===== config.mk =====
export PLATFORM = sky130hd
export DESIGN_NAME = hd_timing_gen
export DESIGN_NICKNAME = d
export VERILOG_FILES = /design/src/rtl/hd_timing_gen.sv
export SDC_FILE = /design/constraint.sdc
export NUM_CORES = 1
export LEC_CHECK = 0
export ABC_AREA = 1
export BUFFER_PORTS_ARGS = -buffer_cell sky130_fd_sc_hd__buf_2
export CAP_MARGIN = 20
export CORE_MARGIN = 2
export CORE_UTILIZATION = 30
export CTS_BUF_LIST = sky130_fd_sc_hd__clkbuf_2 sky130_fd_sc_hd__clkbuf_4 sky130_fd_sc_hd__clkbuf_8
export DETAILED_ROUTE_END_ITERATION = 8
export PLACE_DENSITY_LB_ADDON = 0.05
export SLEW_MARGIN = 20
export SYNTH_ARGS = -nofsm -noshare
export SYNTH_HDL_FRONTEND = slang
export SYNTH_SLANG_ARGS = --single-unit

===== constraint.sdc =====
create_clock -name CLK -period 1.1 [get_ports CLK]
set_input_delay 0.22 -clock CLK [delete_from_list [all_inputs] [get_ports CLK]]
set_output_delay 0.22 -clock CLK [all_outputs]
set_load 0.02 [all_outputs]

===== src/rtl/hd_timing_gen.sv =====
// Beat/phase sequencer for the HD-CPU hardwired controller: one-hot beat W[3:1],
// phase strobes T1..T3, driven by SHORT/LONG/STOP requests and the START button.
module hd_timing_gen #(
    parameter int unsigned CLK_DIV    = 4,
    parameter int unsigned START_SYNC = 2
) (
    input  logic       CLK,
    input  logic       RST,
    input  logic       START,
    input  logic       SHORT,
    input  logic       LONG,
    input  logic       STOP,
    output logic [3:1] W,
    output logic       T1,
    output logic       T2,
    output logic       T3,
    output logic       RUN,
    output logic       CYC_END
);

    localparam int unsigned DIV_W = (CLK_DIV > 1) ? $clog2(CLK_DIV) : 1;

    localparam logic [2:0] BEAT_W1 = 3'b001;
    localparam logic [2:0] BEAT_W2 = 3'b010;
    localparam logic [2:0] BEAT_W3 = 3'b100;
    localparam logic [2:0] PH_T1   = 3'b001;

    typedef enum logic {
        S_IDLE,
        S_RUN
    } state_t;

    state_t                  state_q, state_d;
    logic [2:0]              w_q, w_d;
    logic [2:0]              t_q, t_d;
    logic [2:0]              next_w_q, next_w_d;
    logic [DIV_W-1:0]        div_q, div_d;
    logic [START_SYNC-1:0]   sync_q, sync_d;
    logic [START_SYNC-1:0]   vld_q, vld_d;
    logic                    low_seen_q, low_seen_d;
    logic                    rise_q, rise_d;

    logic                    tick;
    logic                    beat_end;
    logic [2:0]              next_beat;

    // A rise only counts after the synchronised START has been seen low since
    // reset; vld_q marks chain stages that hold post-reset samples.
    always_comb begin
        sync_d     = {sync_q[START_SYNC-2:0], START};
        vld_d      = {vld_q[START_SYNC-2:0], 1'b1};
        rise_d     = low_seen_q & sync_q[START_SYNC-1];
        low_seen_d = (low_seen_q | (vld_q[START_SYNC-1] & ~sync_q[START_SYNC-1])) & ~rise_d;
    end

    always_comb begin
        tick     = (div_q == DIV_W'(CLK_DIV - 1));
        beat_end = (state_q == S_RUN) && tick && t_q[2];
        unique case (w_q)
            BEAT_W1: next_beat = SHORT ? BEAT_W1 : BEAT_W2;
            BEAT_W2: next_beat = LONG  ? BEAT_W3 : BEAT_W1;
            default: next_beat = BEAT_W1;
        endcase
    end

    always_comb begin
        state_d  = state_q;
        w_d      = w_q;
        t_d      = t_q;
        next_w_d = next_w_q;
        div_d    = div_q;
        unique case (state_q)
            S_IDLE: begin
                if (rise_q) begin
                    state_d = S_RUN;
                    w_d     = next_w_q;
                    t_d     = PH_T1;
                    div_d   = '0;
                end
            end
            S_RUN: begin
                if (!tick) begin
                    div_d = div_q + DIV_W'(1);
                end else begin
                    div_d = '0;
                    if (!t_q[2]) begin
                        t_d = {t_q[1:0], 1'b0};
                    end else if (STOP) begin
                        state_d  = S_IDLE;
                        next_w_d = next_beat;
                        w_d      = '0;
                        t_d      = '0;
                    end else begin
                        w_d = next_beat;
                        t_d = PH_T1;
                    end
                end
            end
            default: state_d = S_IDLE;
        endcase
    end

    always_ff @(posedge CLK) begin
        if (RST) begin
            state_q    <= S_IDLE;
            w_q        <= '0;
            t_q        <= '0;
            next_w_q   <= BEAT_W1;
            div_q      <= '0;
            sync_q     <= '0;
            vld_q      <= '0;
            low_seen_q <= 1'b0;
            rise_q     <= 1'b0;
        end else begin
            state_q    <= state_d;
            w_q        <= w_d;
            t_q        <= t_d;
            next_w_q   <= next_w_d;
            div_q      <= div_d;
            sync_q     <= sync_d;
            vld_q      <= vld_d;
            low_seen_q <= low_seen_d;
            rise_q     <= rise_d;
        end
    end

    assign W            = w_q;
    assign {T3, T2, T1} = t_q;
    assign RUN          = (state_q == S_RUN);
    // Marks the last clock of the beat whose successor is W1.
    assign CYC_END      = beat_end && (next_beat == BEAT_W1);

endmodule


# --- Word-level counts from Yosys, hierarchy flattened ---
# Cells that the tools add are included.
op_classes:
  n_addsub: 1
  eq_ne: 7
  n_mux: 22
  n_bitwise: 7
  n_reduce_logical: 6
op_table:
  columns: ["operator", "n"]
  rows:
  - ["$mux W3", 8]
  - ["$pmux W3 S2", 3]
  - ["$eq A3 B1 Y1 const B", 2]
  - ["$mux W1", 6]
  - ["$mux W2", 3]
  - ["$ne A2 B1 Y1 const B", 2]
  - ["$pmux W2 S2", 1]
  - ["$reduce_and A4 Y1", 1]
  - ["$and A1 B1 Y1", 3]
  - ["$eq A3 B2 Y1 const B", 1]
  - ["$logic_and A1 B1 Y1", 3]
  - ["$not A1 Y1", 3]
  - ["$reduce_and A3 Y1", 1]
  - ["$add A2 B1 Y2 const B", 1]
  - ["$eq A2 B2 Y1 const B", 1]
  - ["$ne A2 B2 Y1 const B", 1]
  - ["$pmux W1 S2", 1]
  - ["$reduce_and A2 Y1", 1]
  - ["$or A1 B1 Y1", 1]
totals:
  ff_bits: 18
  inputBits: 6
  output_inout_bits: 8
  word_cells: 53

# --- Longest topological paths before layout ---
# Gate-level depths: netlist (run 1).
depth:
  ltp_word: 6
  mapped_depth: 8
  ltp_nobuf: 8

# --- Worst setup path after synthesis (run 1) ---
# OpenSTA, ideal clock, no wires.
synth_timing:
  kind: "flip-flop to output port"
  from: "register state_q, in the netlist RUN"
  to: "output port CYC_END"
  arrival_time_ns: 1.229
  required_ns: 0.880
  slack_ns: -0.349
  stages_incl_launch_ff: 4
  n_path_buf: 1
  path_cell_list: "dfxtp_1 -> buf_6 -> nand3_4 -> nor3_1"
synth_via:
  elab_chain_cells: 3
synth_rtl:
  columns: ["element", "line_no", "rtl"]
  rows:
  - ["from (decl)", "33", "state_t state_q, state_d;"]
  - ["from (signal assigned)", "115", "state_q <= state_d;"]
  - ["$logic_and A1 B1 Y1 (2 in a row)", "58", "beat_end = (state_q == S_RUN) && tick && t_q[2];"]
  - ["$logic_and A1 B1 Y1", "131", "assign CYC_END = beat_end && (next_beat == BEAT_W1);"]
  - ["to (decl)", "18", "output logic CYC_END"]
# No other way between the ends.

# --- Worst setup path in the final report (run 1) ---
layout_timing:
  from: "register w_q[1], in the netlist W[2]"
  to: "output port CYC_END"
layout_via:
  elab_chain_cells: 4
  elab_cells_between_ends: 5
  cone_classes: "3 x eq/ne; 1 x mux; 1 x reduce/logical"
layout_rtl:
  columns: ["element", "line_no", "rtl"]
  rows:
  - ["from (decl)", "34", "logic [2:0] w_q, w_d;"]
  - ["from (signal assigned)", "116", "w_q <= w_d;"]
  - ["$eq A3 B2 Y1 / $eq A3 B1 Y1 (equally long branches)", "59", "unique case (w_q)"]
  - ["$pmux W3 S2 *", "59", null]
  - ["$eq A3 B1 Y1 *", "131", null]
  - ["$logic_and A1 B1 Y1 *", "131", null]
# Mark *: on every way between the ends. The rest lies on a longest branch, timed or not.

==> results of run 1 <==
-- worst min-delay path, delay by kind of cell --
family	cells	cell delay [ns]
buffers and inverters	2	0.13
and+or+nand+nor	1	0.03
-- routing by layer --
| layer | wire (microns) | share of wire |
|---|---|---|
| met1 | 1040 | 0.52 |
| met2 | 893 | 0.44 |
| met3 | 64 | 0.032 |
| met4 | 15 | 0.0074 |
| met5 | 0 | 0 |
-- flip-flops by register name, indices dropped and copies added, names as in the netlist --
register	cells
RUN	1
sync_q	2
div_q	2
next_w_q	3
W	3
t_q	3
vld_q	2
low_seen_q	1
rise_q	1
-- timing repair --
item	4_1_cts	5_1_grt
setup endpoints to repair	9	14
pin swaps	5	7
buffers inserted	3	4
endpoints found under the hold margin	0	0
gates resized for setup	16	27
-- worst max-delay path by stage --
stage	start	end	slack, ns	depth (start not counted)
final	W[2]$_SDFFE_PP0P_	CYC_END	-0.31	6
after CTS	W[1]$_SDFFE_PP0P_	CYC_END	-0.34	6
after detailed placement	div_q[0]$_SDFFE_PP0P_	CYC_END	-0.06	4
after floorplan	W[2]$_SDFFE_PP0P_	CYC_END	-0.03	4
after global routing	W[2]$_SDFFE_PP0P_	CYC_END	-0.38	6
after global placement	div_q[0]$_SDFFE_PP0P_	CYC_END	-0.05	4
-- area by class of cell --
cell class	instances	area (sq um)	share of cell area
clock buffer	4	36.3	0.0299
inverter	21	86.3	0.0711
multi-input combinational	70	457	0.376
sequential	18	379	0.312
tap	30	37.5	0.0309
timing repair buffer	30	219	0.180
-- cell usage after synthesis --
master / number / share of area
nand2_1: 23 / 0.11
nor2_1: 20 / 0.092
dfxtp_1: 18 / 0.44
inv_1: 18 / 0.083
a21oi_1: 5 / 0.031
nand3_1: 5 / 0.031
nor2_4: 5 / 0.069
o21ai_0: 4 / 0.024
nor3_1: 3 / 0.018
a21oi_2: 2 / 0.021
inv_2: 2 / 0.0092
buf_2: 1 / 0.0061
buf_6: 1 / 0.014
ha_1: 1 / 0.015
inv_4: 1 / 0.0077
nand3_2: 1 / 0.012
nand3_4: 1 / 0.021
-- metrics by stage --
| step | power [mW] | area, sq um |
|---|---|---|
| final | 1.18 | 1210 |
| after CTS | 1.19 | 1120 |
| after global routing | 1.23 | 1210 |
| after floorplan | 0.729 | 848 |
| after global placement | 0.762 | 1020 |
| after detailed placement | 0.762 | 1020 |
-- where the power goes --
part	switching (mW)	internal, mW	leakage [nW]
Sequential	0.00833	0.660	0.152
Clock	0.224	0.202	0.0210
Combinational	0.0498	0.0349	0.368
Total	0.282	0.896	0.541
-- cell families after synthesis --
group / after synthesis / share of synthesized area
buffers and inverters: 23 / 0.119
and+or+nand+nor: 58 / 0.349
DFF: 18 / 0.440
AOI/OAI and AO/OA: 11 / 0.0765
adders and majority gates: 1 / 0.0153
==> out/metrics.cfg, run 1 <==
[status]
status=finished, violations left
failed_checks=negative setup slack

[clock_network]
root_buffer=clkbuf_4
htreeDepth=1
worstSkewPairLatency_ns=0.30
cts_buffers=3
clk_pin_slew_ns=0.12
cts_tree=done
clock-sinks=18
cts_max_path_buffers=2
postCtsHoldBufs=0

[layout]
layoutNonFillerInstCount=173
drive_gt1_frac=0.545
nets=151
fill_cells=268
area_growth_syn_to_layout_pct=48.5
antennaDiodeCount=0
layout_common_cells=nor2_1 (17), nand2_1 (15), buf_4 (15)
post-route-util=0.482
final_common_cell=nor2_1

[setup_path]
arrival_ns=1.19
r2r_slack_ns=-0.15
cp_top_family=flip-flops
path_max_fanout=4
reg2regPathDepth=7
cp_slowest_cell=dfxtp_4
rr_startpoint=RUN$_SDFF_PP0_
r2r-end=W[2]$_SDFFE_PP0P_
crit_path_end_kind=primary output
worstSetupStartpointType=flip-flop
critPathMaxStageDelay_ns=0.37
critical_path_class=flip-flop to primary output
critPathBufInv=3
critPathRequiredTime_ns=0.88
crit_chain=nand2_1, inv_1, nand2_2, inv_2, nor3_4, buf_6

[global_route]
met3_usage=0.0279
met2_usage=0.193
top_usage_layer=met2
grtUsageTotal=0.130
grt_max_degree=11
use_met1=0.181
grt-ovfl-total=0
grt_pass1_wl_microns=3190
grt_pass1_vias=705
antenna_found_initial=0

[sta]
relSlewSlack=0.846
layout_setup_ws_ns=-0.306
final.setup.tns_ns=-1.08
finalSetupViolCount=8
finalCriticalPeriod_ns=1.41
post-route-period-util=1.28
worst_pin_slew_ns=0.229
drv_slew=0
clock_skew_ns=0.00749
rsz0062_at_grt=true
finalHoldViolations=0
max_freq_ghz=0.711
holdWs_ns=0.119

[floorplanning]
die_area_sq_mm=0.00316
core_area_sq_mm=0.00252
ios=14
row_count=18
die_w_microns=56.2
initial_core_util=0.324
dieHeight_microns=56.2

[placement]
io_buffers=13
place_ws_ns=-0.0567
gp_routability_congestion=0.762
dp.cells=164
hpwl_microns=1340

[flow_run]
drv_cap=0

[synth]
postSynthCellCount=111
ys_types=17
yosysWarnings=0
syn_avg_cell_area_sq_um=7.37
netlist_area_sq_um=818
ys_seq_area_frac=0.440
synth-seq-cells=18
syn-num-nets=118

[detailed_routing]
drtIter0Drc=14
postRouteWirelength_microns=2020
num_vias=745
ant_nets=0
drc=0
wl_per_cell_microns=11.7
first_pass_iters=5
routed_via_density=4.31

[power]
powerDensity_mw_per_mm2=970
cellLeakagePower_nw=0.541
irDropWorstVdd_v=0.000504

[min_path]
hold_depth=3
min_to=sync_q[0]$_SDFF_PP0_
min-delay-start=START
hold_path_class=input pin to flip-flop

Power figures use the tool's default switching activity.
==> run 2: changes to the inputs <==
==> constraint.sdc (replaced) <==
create_clock -name CLK -period 1.1 [get_ports CLK]
set_input_delay 0.055 -clock CLK [delete_from_list [all_inputs] [get_ports CLK]]
set_output_delay 0.055 -clock CLK [all_outputs]
set_load 0.02 [all_outputs]
==> run 2 against run 1 <==
Against the previous run: the flow still finishes with violations (negative setup slack); setup slack improved by 0.16 ns; first-iteration DRC count down 21%; die area unchanged; total power decreased by 8.4%; clock power is 23% lower; critical path type unchanged; largest power group unchanged; highest routed layer unchanged.
==> out/metrics.cfg, run 2 (synthesis gave the netlist of run 1 again) <==
[clock_network]
root_buffer=clkbuf_4  ; unchanged
htreeDepth=1  ; unchanged
clock-sinks=18  ; unchanged
cts_max_path_buffers=2  ; unchanged
cts_buffers=3  ; unchanged
cts_tree=done  ; unchanged
worstSkewPairLatency_ns=0.29  ; was 0.30 ns
clk_pin_slew_ns=0.10  ; was 0.12 ns

[sta]
worst_pin_slew_ns=0.242  ; was 0.229 ns
max_freq_ghz=0.804  ; was 0.711 GHz
finalCriticalPeriod_ns=1.24  ; was 1.41 ns
final.setup.tns_ns=-0.459  ; was -1.08 ns
drv_slew=0  ; unchanged
holdWs_ns=0.0221  ; was 0.119 ns
clock_skew_ns=0.00662  ; was 0.00749 ns
layout_setup_ws_ns=-0.143  ; was -0.306 ns
finalHoldViolations=0  ; unchanged
post-route-period-util=1.13  ; was 1.28
relSlewSlack=0.839  ; was 0.846
finalSetupViolCount=7  ; was 8
rsz0062_at_grt=true  ; unchanged

[floorplanning]
initial_core_util=0.324  ; unchanged
die_w_microns=56.2  ; unchanged
die_area_sq_mm=0.00316  ; unchanged
ios=14  ; unchanged
core_area_sq_mm=0.00252  ; unchanged
dieHeight_microns=56.2  ; unchanged
row_count=18  ; unchanged

[global_route]
grt_max_degree=10  ; was 11
grt-ovfl-total=0  ; unchanged
grtUsageTotal=0.125  ; was 0.130
grt_pass1_wl_microns=3070  ; was 3190 microns
antenna_found_initial=0  ; unchanged
grt_pass1_vias=702  ; was 705

[placement]
hpwl_microns=1350  ; was 1340 microns
place_ws_ns=-0.0641  ; was -0.0567 ns
placed_area_sq_um=985  ; was 0.00102 sq mm
gp_routability_congestion=0.829  ; was 0.762
dp.cells=160  ; was 164
io_buffers=13  ; unchanged

[detailed_routing]
first_pass_iters=4  ; was 5
num_vias=747  ; was 745
drtIter0Drc=11  ; was 14
routed_via_density=4.42  ; was 4.31
wl_per_cell_microns=10.8  ; was 11.7 microns
drc=0  ; unchanged
postRouteWirelength_microns=1830  ; was 2020 microns
ant_nets=0  ; unchanged

[setup_path]
critPathRequiredTime_ns=1.04  ; was 0.88 ns
arrival_ns=1.19  ; about the same
worstSetupStartpointType=flip-flop  ; unchanged
rr_startpoint=div_q[0]$_SDFFE_PP0P_  ; was RUN$_SDFF_PP0_
reg2regPathDepth=7  ; unchanged
critical_path_class=flip-flop to primary output  ; unchanged
r2r_slack_ns=-0.07  ; was -0.15 ns
cp-startpoint=div_q[0]$_SDFFE_PP0P_  ; was W[2]$_SDFFE_PP0P_
crit_path_end_kind=primary output  ; unchanged
r2r-end=t_q[2]$_SDFFE_PP0P_  ; was W[2]$_SDFFE_PP0P_
path_max_fanout=3  ; was 4

[power]
power_mw=1.08  ; was 1.18 mW
irDropWorstVdd_v=0.000650  ; was 0.000504 V
powerDensity_mw_per_mm2=933  ; was 970 mW/mm^2
cellLeakagePower_nw=0.515  ; was 0.541 nW

[flow_run]
drv_cap=0  ; unchanged

[layout]
post-route-util=0.459  ; was 0.482
fill_cells=277  ; was 268
nets=148  ; was 151
drive_gt1_frac=0.496  ; was 0.545
multiInputGateArea_sq_um=434  ; was 457 sq um
final_common_cell=nor2_1  ; unchanged
final_area_sq_mm=0.00116  ; was 0.00121 sq mm
antennaDiodeCount=0  ; unchanged
layoutNonFillerInstCount=169  ; was 173
ff_latch_area_sq_um=374  ; was 379 sq um
area_growth_syn_to_layout_pct=41.4  ; was 48.5%
layout_common_cells=nor2_1 (18), nand2_1 (16), inv_1 (13)  ; was nor2_1 (17), nand2_1 (15), buf_4 (15)

[min_path]
hold_depth=2  ; was 3
min-delay-start=RST  ; was START
hold_path_class=input pin to flip-flop  ; unchanged
min_to=t_q[2]$_SDFFE_PP0P_  ; was sync_q[0]$_SDFF_PP0_

[status]
status=finished, violations left  ; unchanged
failed_checks=negative setup slack  ; unchanged

run 2: worst max-delay path by stage:
| stage | endpoint | slack, ns | cells after the start |
|---|---|---|---|
| finish | CYC_END | -0.14 | 4 |
| CTS | CYC_END | -0.15 | 6 |
| global route | CYC_END | -0.22 | 5 |
| global placement | next_w_q[0]$_SDFFE_PP1P_ | -0.04 | 6 |
| floorplan | CYC_END | 0.008 | 4 |
| detailed placement | next_w_q[0]$_SDFFE_PP1P_ | -0.06 | 6 |
run 2: per-layer routing:
metal	global-route usage	up-vias	routed length (microns)
met1	0.150	339	843
li1	-	393	-
met3	0.0326	4	72
met4	0.0510	0	27
met5	0	-	0
met2	0.210	11	888
run 2: worst max-delay path: stages, from the launching register on:
cell and delay [ns]:
dfxtp_4 0.38, ha_4 0.15, nand3_4 0.09, nor3_2 0.11
buf_4 0.16
run 2: final cells by class:
type                       count  share of cell area
multi-input combinational     70               0.375
sequential                    18               0.323
inverter                      21              0.0724
clock buffer                   3              0.0195
tap                           30              0.0324
timing repair buffer          27               0.177
run 2: repair_timing:
item | in CTS | in global routing
setup endpoints to repair | 8 | 12
pin swaps | 6 | 9
hold buffers | 1 | 0
resized for setup | 19 | 17
buffers inserted | 5 | 0
endpoints found under the hold margin | 1 | 0
run 2: where the power goes:
part           switching, mW  total [mW]  internal, mW
sequential           0.00834       0.670         0.662
clock                  0.199       0.327         0.127
combinational         0.0483      0.0836        0.0353
==> run 3: changes to the inputs <==
--- a/config.mk
+++ b/config.mk
@@ -5,7 +5,6 @@
 export SDC_FILE = /design/constraint.sdc
 export NUM_CORES = 1
 export LEC_CHECK = 0
-export ABC_AREA = 1
 export BUFFER_PORTS_ARGS = -buffer_cell sky130_fd_sc_hd__buf_2
 export CAP_MARGIN = 20
 export CORE_MARGIN = 2
==> run 3 against run 2 <==
Against the previous run: the flow still finishes with violations (negative setup slack); core utilization rose by 6.2 points; setup slack worse by 0.16 ns; largest power group unchanged; combinational power decreased by 21%; clock skew rose by 0.0032 ns; sequential power is essentially flat; critical path depth is the same; highest routed layer unchanged; flip-flop and latch count did not move; synthesized cell count decreased by 32%; fmax is 11% lower; first-iteration DRC count fell by 64%.
==> out/metrics.cfg, run 3 <==
[layout]
final_area_sq_mm=0.00117  ; was 0.00116 sq mm
nets=119  ; was 148
area_growth_syn_to_layout_pct=60.0  ; was 41.4%
final_common_cell=buf_4  ; was nor2_1
layout_common_cells=buf_4 (14), buf_2 (12), dfxtp_1 (11)  ; was nor2_1 (18), nand2_1 (16), inv_1 (13)
drive_gt1_frac=0.550  ; was 0.496
layoutNonFillerInstCount=139  ; was 169
antennaDiodeCount=0  ; unchanged
post-route-util=0.521  ; was 0.459

[setup_path]
critical_path_class=flip-flop to primary output  ; unchanged
critPathMaxStageDelay_ns=0.38  ; about the same
critPathRequiredTime_ns=1.04  ; about the same
crit_path_end_kind=primary output  ; unchanged
reg2regPathDepth=5  ; was 7
critPathBufInv=1  ; unchanged
rr_startpoint=div_q[1]$_SDFFE_PP0P_  ; was div_q[0]$_SDFFE_PP0P_
r2r_slack_ns=-0.23  ; was -0.07 ns
crit_chain=nor4bb_4, or2_4, nor2b_2, buf_6  ; was ha_4, nand3_4, nor3_2, buf_4
arrival_ns=1.34  ; was 1.19 ns
worstSetupStartpointType=flip-flop  ; unchanged
cp_slowest_cell=dfxtp_4  ; unchanged
r2r-end=W[1]$_SDFFE_PP0P_  ; was t_q[2]$_SDFFE_PP0P_
cp_top_family=simple AND/OR/NAND/NOR gates  ; was flip-flops
path_max_fanout=3  ; unchanged

[detailed_routing]
postRouteWirelength_microns=1860  ; was 1830 microns
drc=0  ; unchanged
drtIter0Drc=4  ; was 11
ant_nets=0  ; unchanged
wl_per_cell_microns=13.4  ; was 10.8 microns
first_pass_iters=4  ; unchanged
routed_via_density=4.91  ; was 4.42
num_vias=683  ; was 747

[status]
status=finished, violations left  ; unchanged
failed_checks=negative setup slack  ; unchanged

[global_route]
grt_max_degree=15  ; was 10
grt_pass1_wl_microns=3220  ; was 3070 microns
grt_pass1_vias=723  ; was 702
antenna_found_initial=0  ; unchanged
grtUsageTotal=0.158  ; was 0.125
grt-ovfl-total=0  ; unchanged

[sta]
rsz0062_at_grt=true  ; unchanged
post-route-period-util=1.27  ; was 1.13
clock_skew_ns=0.00987  ; was 0.00662 ns
max_freq_ghz=0.715  ; was 0.804 GHz
finalSetupViolCount=10  ; was 7
relSlewSlack=0.791  ; was 0.839
final.setup.tns_ns=-1.28  ; was -0.459 ns
finalCriticalPeriod_ns=1.40  ; was 1.24 ns
finalHoldViolations=0  ; unchanged
layout_setup_ws_ns=-0.299  ; was -0.143 ns
drv_slew=0  ; unchanged
worst_pin_slew_ns=0.314  ; was 0.242 ns
holdWs_ns=0.0664  ; was 0.0221 ns

[clock_network]
worstSkewPairLatency_ns=0.30  ; was 0.29 ns
clock-sinks=18  ; unchanged
root_buffer=clkbuf_4  ; unchanged
cts_max_path_buffers=2  ; unchanged
htreeDepth=1  ; unchanged
clk_pin_slew_ns=0.11  ; was 0.10 ns
cts_tree=done  ; unchanged
cts_buffers=3  ; unchanged

[floorplanning]
dieHeight_microns=53.5  ; was 56.2 microns
row_count=17  ; was 18
initial_core_util=0.326  ; was 0.324
die_w_microns=53.5  ; was 56.2 microns
ios=14  ; unchanged
die_area_sq_mm=0.00286  ; was 0.00316 sq mm
core_area_sq_mm=0.00225  ; was 0.00252 sq mm

[power]
irDropWorstVdd_v=0.000810  ; was 0.000650 V
cellLeakagePower_nw=0.503  ; was 0.515 nW
power_mw=1.15  ; was 1.08 mW
powerDensity_mw_per_mm2=979  ; was 933 mW/mm^2

[synth]
netlist_area_sq_um=734  ; was 818 sq um
ys_types=29  ; was 17
netlist_top_cells_area=dfxtp_1 (49%), a21oi_1 (6.8%), nor2b_1 (5.1%), and2b_1 (3.1%), nand2_1 (2.6%)  ; was dfxtp_1 (44%), nand2_1 (11%), nor2_1 (9.2%), inv_1 (8.3%), nor2_4 (6.9%)
syn-num-nets=83  ; was 118
postSynthCellCount=76  ; was 111
synthArstFlopShare=0  ; unchanged
syn_avg_cell_area_sq_um=9.66  ; was 7.37 sq um
synth_top_area_share=0.491  ; was 0.440
synth-seq-cells=18  ; unchanged
yosysTopAreaCell=dfxtp_1  ; unchanged
synth_ff_type=dfxtp_1  ; unchanged
yosysWarnings=0  ; unchanged
synth.most_common_cell=dfxtp_1  ; was nand2_1
synth_edf_count=0  ; unchanged
ys_seq_area_frac=0.491  ; was 0.440
synthTopCellsByCount=dfxtp_1 (18), a21oi_1 (10), nor2b_1 (6)  ; was nand2_1 (23), nor2_1 (20), dfxtp_1 (18), inv_1 (18)

[placement]
hpwl_microns=1170  ; was 1350 microns
dp.cells=124  ; was 160
place_ws_ns=-0.109  ; was -0.0641 ns
io_buffers=13  ; unchanged
placed_area_sq_um=943  ; was 985 sq um
gp_routability_congestion=0.821  ; was 0.829

[min_path]
hold_depth=3  ; was 2
hold_path_class=input pin to flip-flop  ; unchanged
min-delay-start=STOP  ; was RST
min_to=RUN$_SDFF_PP0_  ; was t_q[2]$_SDFFE_PP0P_

[flow_run]
drv_cap=0  ; unchanged

## run 3: cell families after synthesis
| group | count (synthesis) | synth area share |
|---|---|---|
| AND/OR/NAND/NOR | 36 | 0.313 |
| flip-flops | 18 | 0.491 |
| AO/OA/AOI/OAI | 16 | 0.141 |
| buffers and inverters | 4 | 0.0238 |
| multiplexers | 1 | 0.0136 |
| adder cells (fa/ha/maj) | 1 | 0.0170 |
## run 3: worst max path at each step
stage / start / cells past startpoint / end / slack (ns)
floorplan: div_q[0]$_SDFFE_PP0P_ / 5 / W[1]$_SDFFE_PP0P_ / -0.18
global placement: RUN$_SDFF_PP0_ / 3 / W[1]$_SDFFE_PP0P_ / -0.09
detailed placement: div_q[0]$_SDFFE_PP0P_ / 4 / W[1]$_SDFFE_PP0P_ / -0.11
CTS: W[3]$_SDFFE_PP0P_ / 4 / CYC_END / -0.27
global route: W[1]$_SDFFE_PP0P_ / 4 / CYC_END / -0.36
finish: W[3]$_SDFFE_PP0P_ / 4 / CYC_END / -0.30
## run 3: timing repair
item	4_1_cts	5_1_grt
endpoints found under the setup margin	9	12
buffers inserted	11	1
pin swaps	15	5
hold buffers	1	0
hold endpoints to repair	1	0
gates resized for setup	17	9
## run 3: layout make-up
type                       count  area, sq um
fill                         233         1080
clock buffer                   4         36.3
sequential                    18          374
timing repair buffer          34          254
tap                           28         35.0
multi-input combinational     54          472
inverter                       1         3.75
## run 3: report_power, final
part / internal, mW / total [mW] / switching (mW)
combinational: 0.0319 / 0.0657 / 0.0339
sequential: 0.660 / 0.667 / 0.00705
clock: 0.202 / 0.418 / 0.216
total: 0.893 / 1.15 / 0.257
## run 3: worst min-delay path, cell delays in order
cell	delay, ns
buf_2	0.09
buf_4	0.13
a211oi_2	0.06
## run 3: layer usage
layer	routed length (microns)	share of wire	global-route usage
met1	837	0.45	0.186
met2	932	0.50	0.270
met3	74	0.040	0.0537
met4	12	0.0065	0.0385
met5	0	0	0
